==> config.mk <==
export PLATFORM = sky130hd
export DESIGN_NAME = clk_divider_multi
export DESIGN_NICKNAME = d
export VERILOG_FILES = /design/src/rtl/clk_divider_multi_pkg.sv /design/src/rtl/clk_divider_multi_channel.sv /design/src/rtl/clk_divider_multi.sv
export SDC_FILE = /design/constraint.sdc
export NUM_CORES = 2
export LEC_CHECK = 0
export ABC_AREA = 1
export CORE_ASPECT_RATIO = 1.2
export CORE_MARGIN = 10
export CORE_UTILIZATION = 50
export DETAILED_ROUTE_END_ITERATION = 10
export GPL_TIMING_DRIVEN = 1
export PLACE_DENSITY = 0.68
export SLEW_MARGIN = 30
export SYNTH_ARGS = -nofsm -noshare
export SYNTH_HDL_FRONTEND = slang
export SYNTH_SLANG_ARGS = --single-unit
==> constraint.sdc <==
create_clock -name clock_in -period 3.29 [get_ports clock_in]
set_input_delay 0.658 -clock clock_in [delete_from_list [all_inputs] [get_ports clock_in]]
set_output_delay 0.658 -clock clock_in [all_outputs]
set_load 0.05 [all_outputs]
==> src/rtl/clk_divider_multi_pkg.sv <==
// Shared constants for the multi-channel clock divider, independent of count width.
package clk_divider_multi_pkg;

   localparam int unsigned MIN_PERIOD   = 2;
   localparam int unsigned MIN_HIGH     = 1;
   localparam int unsigned MAX_CHANNELS = 16;

endpackage : clk_divider_multi_pkg

==> src/rtl/clk_divider_multi_channel.sv <==
// One divided-clock channel: period counter, shadow/active configuration and
// registered clock output. Shadow values only reach the active set at a period boundary.
module clk_div_channel
   import clk_divider_multi_pkg::*;
#(
   parameter int WIDTH        = 32,
   parameter int DEFAULT_DIV  = 4,
   parameter int DEFAULT_HIGH = 2
) (
   input  logic             clock_in,
   input  logic             reset,
   input  logic             enable_i,
   input  logic             load_i,
   input  logic             sync_i,
   input  logic [WIDTH-1:0] div_i,
   input  logic [WIDTH-1:0] high_i,
   output logic             clock_o,
   output logic [WIDTH-1:0] count_o,
   output logic             pending_o,
   output logic             tick_o,
   output logic             cfgErr_o
);

   logic [WIDTH-1:0] count_q, count_d;
   logic [WIDTH-1:0] activeDiv_q, activeDiv_d;
   logic [WIDTH-1:0] activeHigh_q, activeHigh_d;
   logic [WIDTH-1:0] shadowDiv_q, shadowDiv_d;
   logic [WIDTH-1:0] shadowHigh_q, shadowHigh_d;
   logic             pending_q, pending_d;
   logic             clkOut_q, clkOut_d;
   logic             tick_q, tick_d;
   logic             cfgErr_q, cfgErr_d;
   logic             atWrap;
   logic             cfgValid;
   logic             applyShadow;

   assign atWrap   = (count_q == activeDiv_q - WIDTH'(1));
   assign cfgValid = (div_i >= WIDTH'(MIN_PERIOD)) &&
                     (high_i >= WIDTH'(MIN_HIGH)) &&
                     (high_i < div_i);

   // A load in the same cycle as a wrap or sync lands in the shadow after the
   // old shadow has been applied, so it stays pending for the next boundary.
   always_comb begin
      count_d      = count_q;
      activeDiv_d  = activeDiv_q;
      activeHigh_d = activeHigh_q;
      shadowDiv_d  = shadowDiv_q;
      shadowHigh_d = shadowHigh_q;
      pending_d    = pending_q;
      tick_d       = 1'b0;
      cfgErr_d     = 1'b0;
      applyShadow  = 1'b0;

      if (sync_i) begin
         count_d     = '0;
         tick_d      = 1'b1;
         applyShadow = pending_q;
      end else if (enable_i) begin
         if (atWrap) begin
            count_d     = '0;
            tick_d      = 1'b1;
            applyShadow = pending_q;
         end else begin
            count_d = count_q + WIDTH'(1);
         end
      end

      if (applyShadow) begin
         activeDiv_d  = shadowDiv_q;
         activeHigh_d = shadowHigh_q;
         pending_d    = 1'b0;
      end

      if (load_i) begin
         if (cfgValid) begin
            shadowDiv_d  = div_i;
            shadowHigh_d = high_i;
            pending_d    = 1'b1;
         end else begin
            cfgErr_d = 1'b1;
         end
      end

      clkOut_d = (count_d < activeHigh_d);
   end

   always_ff @(posedge clock_in) begin
      if (reset) begin
         count_q      <= '0;
         activeDiv_q  <= WIDTH'(DEFAULT_DIV);
         activeHigh_q <= WIDTH'(DEFAULT_HIGH);
         shadowDiv_q  <= WIDTH'(DEFAULT_DIV);
         shadowHigh_q <= WIDTH'(DEFAULT_HIGH);
         pending_q    <= 1'b0;
         clkOut_q     <= 1'b1;
         tick_q       <= 1'b0;
         cfgErr_q     <= 1'b0;
      end else begin
         count_q      <= count_d;
         activeDiv_q  <= activeDiv_d;
         activeHigh_q <= activeHigh_d;
         shadowDiv_q  <= shadowDiv_d;
         shadowHigh_q <= shadowHigh_d;
         pending_q    <= pending_d;
         clkOut_q     <= clkOut_d;
         tick_q       <= tick_d;
         cfgErr_q     <= cfgErr_d;
      end
   end

   assign clock_o   = clkOut_q;
   assign count_o   = count_q;
   assign pending_o = pending_q;
   assign tick_o    = tick_q;
   assign cfgErr_o  = cfgErr_q;

endmodule : clk_div_channel

==> src/rtl/clk_divider_multi.sv <==
// Multi-channel programmable clock divider: shared controls fan out to
// independent channels whose outputs are packed into flat buses.
module clk_divider_multi
   import clk_divider_multi_pkg::*;
#(
   parameter int NUM_CH       = 4,
   parameter int WIDTH        = 32,
   parameter int DEFAULT_DIV  = 4,
   parameter int DEFAULT_HIGH = 2
) (
   input  logic                    clock_in,
   input  logic                    reset,
   input  logic                    enable,
   input  logic [NUM_CH-1:0]       load,
   input  logic [WIDTH-1:0]        div_in,
   input  logic [WIDTH-1:0]        high_in,
   input  logic                    sync,
   output logic [NUM_CH-1:0]       clock_out,
   output logic [NUM_CH*WIDTH-1:0] n_clks,
   output logic [NUM_CH-1:0]       pending,
   output logic [NUM_CH-1:0]       period_tick,
   output logic [NUM_CH-1:0]       cfg_err
);

   if (NUM_CH < 1 || NUM_CH > int'(MAX_CHANNELS)) begin : g_badNumCh
      $error("clk_divider_multi: NUM_CH out of range");
   end

   for (genvar ch = 0; ch < NUM_CH; ch++) begin : g_channel
      clk_div_channel #(
         .WIDTH        (WIDTH),
         .DEFAULT_DIV  (DEFAULT_DIV),
         .DEFAULT_HIGH (DEFAULT_HIGH)
      ) u_channel (
         .clock_in  (clock_in),
         .reset     (reset),
         .enable_i  (enable),
         .load_i    (load[ch]),
         .sync_i    (sync),
         .div_i     (div_in),
         .high_i    (high_in),
         .clock_o   (clock_out[ch]),
         .count_o   (n_clks[ch*WIDTH +: WIDTH]),
         .pending_o (pending[ch]),
         .tick_o    (period_tick[ch]),
         .cfgErr_o  (cfg_err[ch])
      );
   end

endmodule : clk_divider_multi
### Word-level counts from Yosys, hierarchy flattened

Cells that the tools add are included.
W data, S select, Z words.

* flip-flop bits (word level): 656
* bits of input ports: 72
* output and inout bits: 144

* $add $sub $neg: 8
* magnitude comparators: 7
* equal/unequal tests: 4
* mux-type cells: 53
* bitwise logic cells: 4
* reductions and logical operators: 10

Operators with widths (number)
* $mux W32: 16
* $lt A32 B32 Y1: 5
* $add A32 B1 Y32 const B: 4
* $eq A32 B32 Y1: 4
* $sub A32 B1 Y32 const B: 4
* $mux W1: 37
* $ge A32 B1 Y1 const B: 1
* $ge A32 B2 Y1 const B: 1
* $reduce_and A2 Y1: 4
* $reduce_or A2 Y1: 4
* $not A1 Y1: 4
* $logic_and A1 B1 Y1: 2

### Depth between registers and ports, before layout

* depth in word-level cells: 8
* depth in mapped cells: 31

### Cells and area by module

A second synthesis with hierarchy kept.

* cells, all modules: 5390
* area, all modules: 37250.7 um2

By module, submodules not included
* clk_div_channel at g_channel[0].u_channel ...: instances 3, cells an instance 1351, area an instance 9323.9 um2
* clk_div_channel at g_channel[1].u_channel: instances 1, cells an instance 1337, area an instance 9278.9 um2

### Worst setup path after synthesis

Ideal clock, no wire load.

* kind: flip-flop to flip-flop
* start point: register g_channel[3].u_channel.count_q[1]
* end point: register g_channel[3].u_channel.clkOut_q
* setup time: 0.116 ns
* data arrival time: 3.517 ns
* required time: 3.174 ns
* path slack: -0.343 ns
* cell stages (with the launch flop): 26
* period minus slack after synthesis: 3.633 ns
* path through: dfxtp_1 inv_1 nor3_2 inv_1 nor2_1 inv_2 nor4_4 nand3_1 nor2_1 nand3_1 nor2_1 nand3_1 nor2_1 inv_1 nor3_2 nand4_1 nand3_1 inv_1 ha_1 nand2_1 nor2_1 nand4_1 nor4_1 nand2_1 nand2_1 nand2_1

* elaborated cells on any way between the ends: 10

RTL lines
* start, declared: line clk_divider_multi_channel.sv:24 `logic [WIDTH-1:0] count_q, count_d;`
* start signal, assigned: line clk_divider_multi_channel.sv:100 `count_q <= count_d;`
* $add A32 B1 Y32 / $eq A32 B32 Y1 (equally long branches): line clk_divider_multi_channel.sv:65, clk_divider_multi_channel.sv:37
* $mux W32 *: line clk_divider_multi_channel.sv:60 `if (atWrap) begin`
* $mux W32 *: line clk_divider_multi_channel.sv:59 `end else if (enable_i) begin`
* $mux W32 *: line clk_divider_multi_channel.sv:55 `if (sync_i) begin`
* named net g_channel[3].u_channel.count_d[29]: line clk_divider_multi_channel.sv:24
* $lt A32 B32 Y1 *: line clk_divider_multi_channel.sv:85 `clkOut_d = (count_d < activeHigh_d);`
* end signal, assigned: line clk_divider_multi_channel.sv:106 `clkOut_q <= clkOut_d;`
* end, declared: line clk_divider_multi_channel.sv:30 `logic clkOut_q, clkOut_d;`

Mark *: on every way through the listed nets, which the timed path passes. The rest lies on a longest branch.
A chain may end at the register's enable or synchronous reset.

### Worst setup path after layout

* start point: register g_channel[2].u_channel.activeDiv_q[1]
* end point: register g_channel[2].u_channel.clkOut_q

* word-level cells in the longest chain between the ends: 7
* elaborated cells on any way between the ends: 10

RTL lines
* start, declared: line clk_divider_multi_channel.sv:25 `logic [WIDTH-1:0] activeDiv_q, activeDiv_d;`
* start signal, assigned: line clk_divider_multi_channel.sv:91 `activeDiv_q <= WIDTH'(DEFAULT_DIV);`
* start signal, assigned: line clk_divider_multi_channel.sv:101 `activeDiv_q <= activeDiv_d;`
* $sub A32 B1 Y32 *: line clk_divider_multi_channel.sv:37 `assign atWrap = (count_q == activeDiv_q - WIDTH'(1));`
* $eq A32 B32 Y1 *: line clk_divider_multi_channel.sv:37
* $mux W1: line clk_divider_multi_channel.sv:60
* $mux W1: line clk_divider_multi_channel.sv:59
* $mux W1: line clk_divider_multi_channel.sv:55
* $mux W32: line clk_divider_multi_channel.sv:69 `if (applyShadow) begin`
* $lt A32 B32 Y1 *: line clk_divider_multi_channel.sv:85
* end signal, assigned: line clk_divider_multi_channel.sv:106
* end, declared: line clk_divider_multi_channel.sv:30

Mark *: on every way between the ends. The rest lies on a longest branch, timed or not.

==> results.yml <==
status:
  status: "complete, but fails checks"
  violations: "negative setup slack"
drt:
  drc: 0
  drt-total-wl_mm: 128
  via_per_inst: 5.43
  drt-initial-drc-count: 3184
  num_vias: 34700
  routedWlPerCell_um: 20.0
  ant_nets: 0
  first_pass_iters: 6
synth:
  yosys_most_used_dff: "dfxtp_1"
  synth_edf_count: 0
  synth_top_cells_by_count: "1047 x nor2_1, 656 x dfxtp_1, 635 x nand2_1"
  ys_seq_area_frac: 0.394
  synth_cell_type_count: 50
  synthXorXnorAreaFrac: 0.0530
  synth.mux.area_fraction: 0.0372
  ys_ff_latch: 656
  yosysMostFrequentCell: "nor2_1"
  yosys.area.top_type_share: 0.394
  synth_top_cell_by_area: "dfxtp_1"
  synthSimpleGateAreaFrac: 0.270
  synth_nets: 4839
  yosys_warnings: 0
  avgSynthCellArea_um2: 7.24
  synth_top_family_by_area: "simple AND/OR/NAND/NOR gates"
  synth_compound_area_frac: 0.117
  ys_async_sr_fraction: 0
  synthAdderAreaFrac: 0.0611
  synth_area_um2: 33400
  yosys-top-cells-area: "dfxtp_1 39%, nor2_1 12%, nand2_1 7.1%"
  syn_inst: 4604
placed_design:
  gp_congestion: 1.04
  dpl.cell_count: 6229
  io_buffers: 215
  placed_cell_area_um2: 41600
  hpwl_mm: 95.2
hold_path:
  min_path_type: "in2reg"
floorplanning:
  die_y_um: 303
  ios: 216
  num_rows: 103
  chipWidth_um: 256
  die_area_um2: 77500
  start_util: 0.506
  core-area_um2: 66000
grt:
  antenna_found_initial: 1
  grt_max_degree: 133
  grt_pass1_wl_mm: 191
  globalRouteOverflowTotal: 0
  grt.total_usage: 0.317
  grt_pass1_vias: 33200
final_layout:
  multi_input_area_um2: 19100
  fin_cells: 6399
  fillers: 5441
  layout-drive-gt1-share: 0.215
  post-route-cell-area_um2: 45700
  syn2layout_area_growth_pct: 37.1
  register_area_um2: 13200
  nets: 5688
worst_setup_path:
  cp-end-kind: "register"
  critical_path_class: "reg2reg"
  critPathMaxFanout: 6
  startpoint_type: "register"
  timing.critical_path.mode_cell: "nand2_1"
  critPathSlowestCell: "dfxtp_2"
  cp_top_family: "simple AND/OR/NAND/NOR gates"
  critical_path_buf_inv_count: 5
  rrSetupSlack_ps: -420
  critPathMaxStageDelay_ps: 330
  required_ps: 3840
  crit_arrival_ps: 4270
pwr:
  p_per_area_nw_per_um2: 455
  ir_drop_v: 0.000389
  p_leak_nw: 21.1
cts:
  cts_root_buf: "clkbuf_16"
  clock-sinks: 656
  clock_latency_ps: 620
  clkTransAtPathRegs_ps: 60
  cts_tree: "yes"
  cts_made_buffers: 70
  cts_buffer_depth: 3
  cts_max_level: 3
flow_run:
  drv_cap: 0
timing:
  period_share: 1.13
  max_slew_margin: 0.341
  fmax_ghz: 0.269
  finalMaxSlewViolations: 0
  skew_ps: 18.2
  setup_violations: 4
  finalHoldViolations: 0
  rsz0062_at_grt: "true"
  tightest_slew_ps: 979
  fin_crit_ps: 3710
  worst_slack_ps: -422
repair_timing:
item	4_1_cts	5_1_grt
pin swaps	76	68
buffers inserted	27	12
endpoints found under the hold margin	0	0
endpoints found under the setup margin	4	249
gates cloned	5	2
gates resized for setup	172	134
hold buffers	0	0
final timing paths:
| check | depth (start not counted) | endpoint | start |
|---|---|---|---|
| min reg2reg | 2 | g_channel[2].u_channel.shadowHigh_q[1]$_SDFFE_PP1P_ | g_channel[2].u_channel.shadowHigh_q[1]$_SDFFE_PP1P_ |
| min | 2 | g_channel[1].u_channel.tick_o$_SDFF_PP0_ | reset |
| max | 30 | g_channel[2].u_channel.clock_o$_SDFF_PP1_ | g_channel[2].u_channel.activeDiv_q[1]$_SDFFE_PP0N_ |
| max reg2reg | 30 | g_channel[2].u_channel.clock_o$_SDFF_PP1_ | g_channel[2].u_channel.activeDiv_q[1]$_SDFFE_PP0N_ |
where the power goes:
part	internal, mW	switching (mW)
sequential	8.39	0.360
combinational	1.53	2.14
clock	4.95	3.41
total	14.9	5.91
layout by cell type, fill, tap and decap left out, types with 51 or more instances in the layout:
master           instances
nand3_1                129
clkdlybuf4s50_1        210
nor3_1                 143
a21oi_1                225
o21ai_0                419
inv_1                  324
mux2i_1                 79
nand4_1                 61
dfxtp_1                617
buf_4                  707
nand2_1                615
xnor2_1                 51
clkbuf_16               75
xor2_1                 150
nor2_2                  51
ha_1                   148
nor2_1                 988
logic make-up (layout without fill, tap and decap cells):
logic type	count (synthesis)	count (layout)
AO/OA/AOI/OAI	742	742
XOR/XNOR	202	202
adder cells (fa/ha/maj)	163	163
buffers and inverters	563	1463
flip-flops	656	656
multiplexers	124	124
other	0	1
AND/OR/NAND/NOR	2154	2156
flip-flops by register name (all words and copies together), names as in the netlist:
| name | flops |
|---|---|
| g_channel.u_channel.activeDiv_q | 128 |
| g_channel.u_channel.activeHigh_q | 128 |
| g_channel.u_channel.count_o | 128 |
| g_channel.u_channel.shadowDiv_q | 128 |
| g_channel.u_channel.shadowHigh_q | 128 |
| g_channel.u_channel.cfgErr_o | 4 |
| g_channel.u_channel.clock_o | 4 |
| g_channel.u_channel.pending_o | 4 |
| g_channel.u_channel.tick_o | 4 |
routing by layer:
layer  share of wire  vias up  wire [µm]  global-route usage
li1                -    16800          -                   -
met1            0.39    16200      49600               0.373
met2            0.47     1351      60400               0.534
met3           0.069      395       8810              0.0420
met4           0.073        0       9310               0.219
met5               0        -          0                   0
metrics by stage:
step           hold WS (ps)  TNS [ps]  setup slack (ps)  power, mW   util
3_5_place_dp            448   -115990              -772       12.2  0.631
4_1_cts                 441      -960              -271       20.6  0.683
2_1_floorplan           428     -50.6             -50.6       10.6      -
6_report                466     -1240              -422       20.8  0.693
5_1_grt                 473     -2210              -648       21.5  0.693
3_3_place_gp            441    -92640              -687       12.1  0.631
final cells by class:
| type | count | share of cell area |
|---|---|---|
| clock inverter | 28 | 0.00816 |
| tap | 892 | 0.0244 |
| inverter | 354 | 0.0294 |
| antenna | 1 | 0.0000547 |
| sequential | 656 | 0.289 |
| multi-input combinational | 3387 | 0.418 |
| clock buffer | 97 | 0.0443 |
| timing repair buffer | 984 | 0.187 |
(Power assumes the default switching activity.)
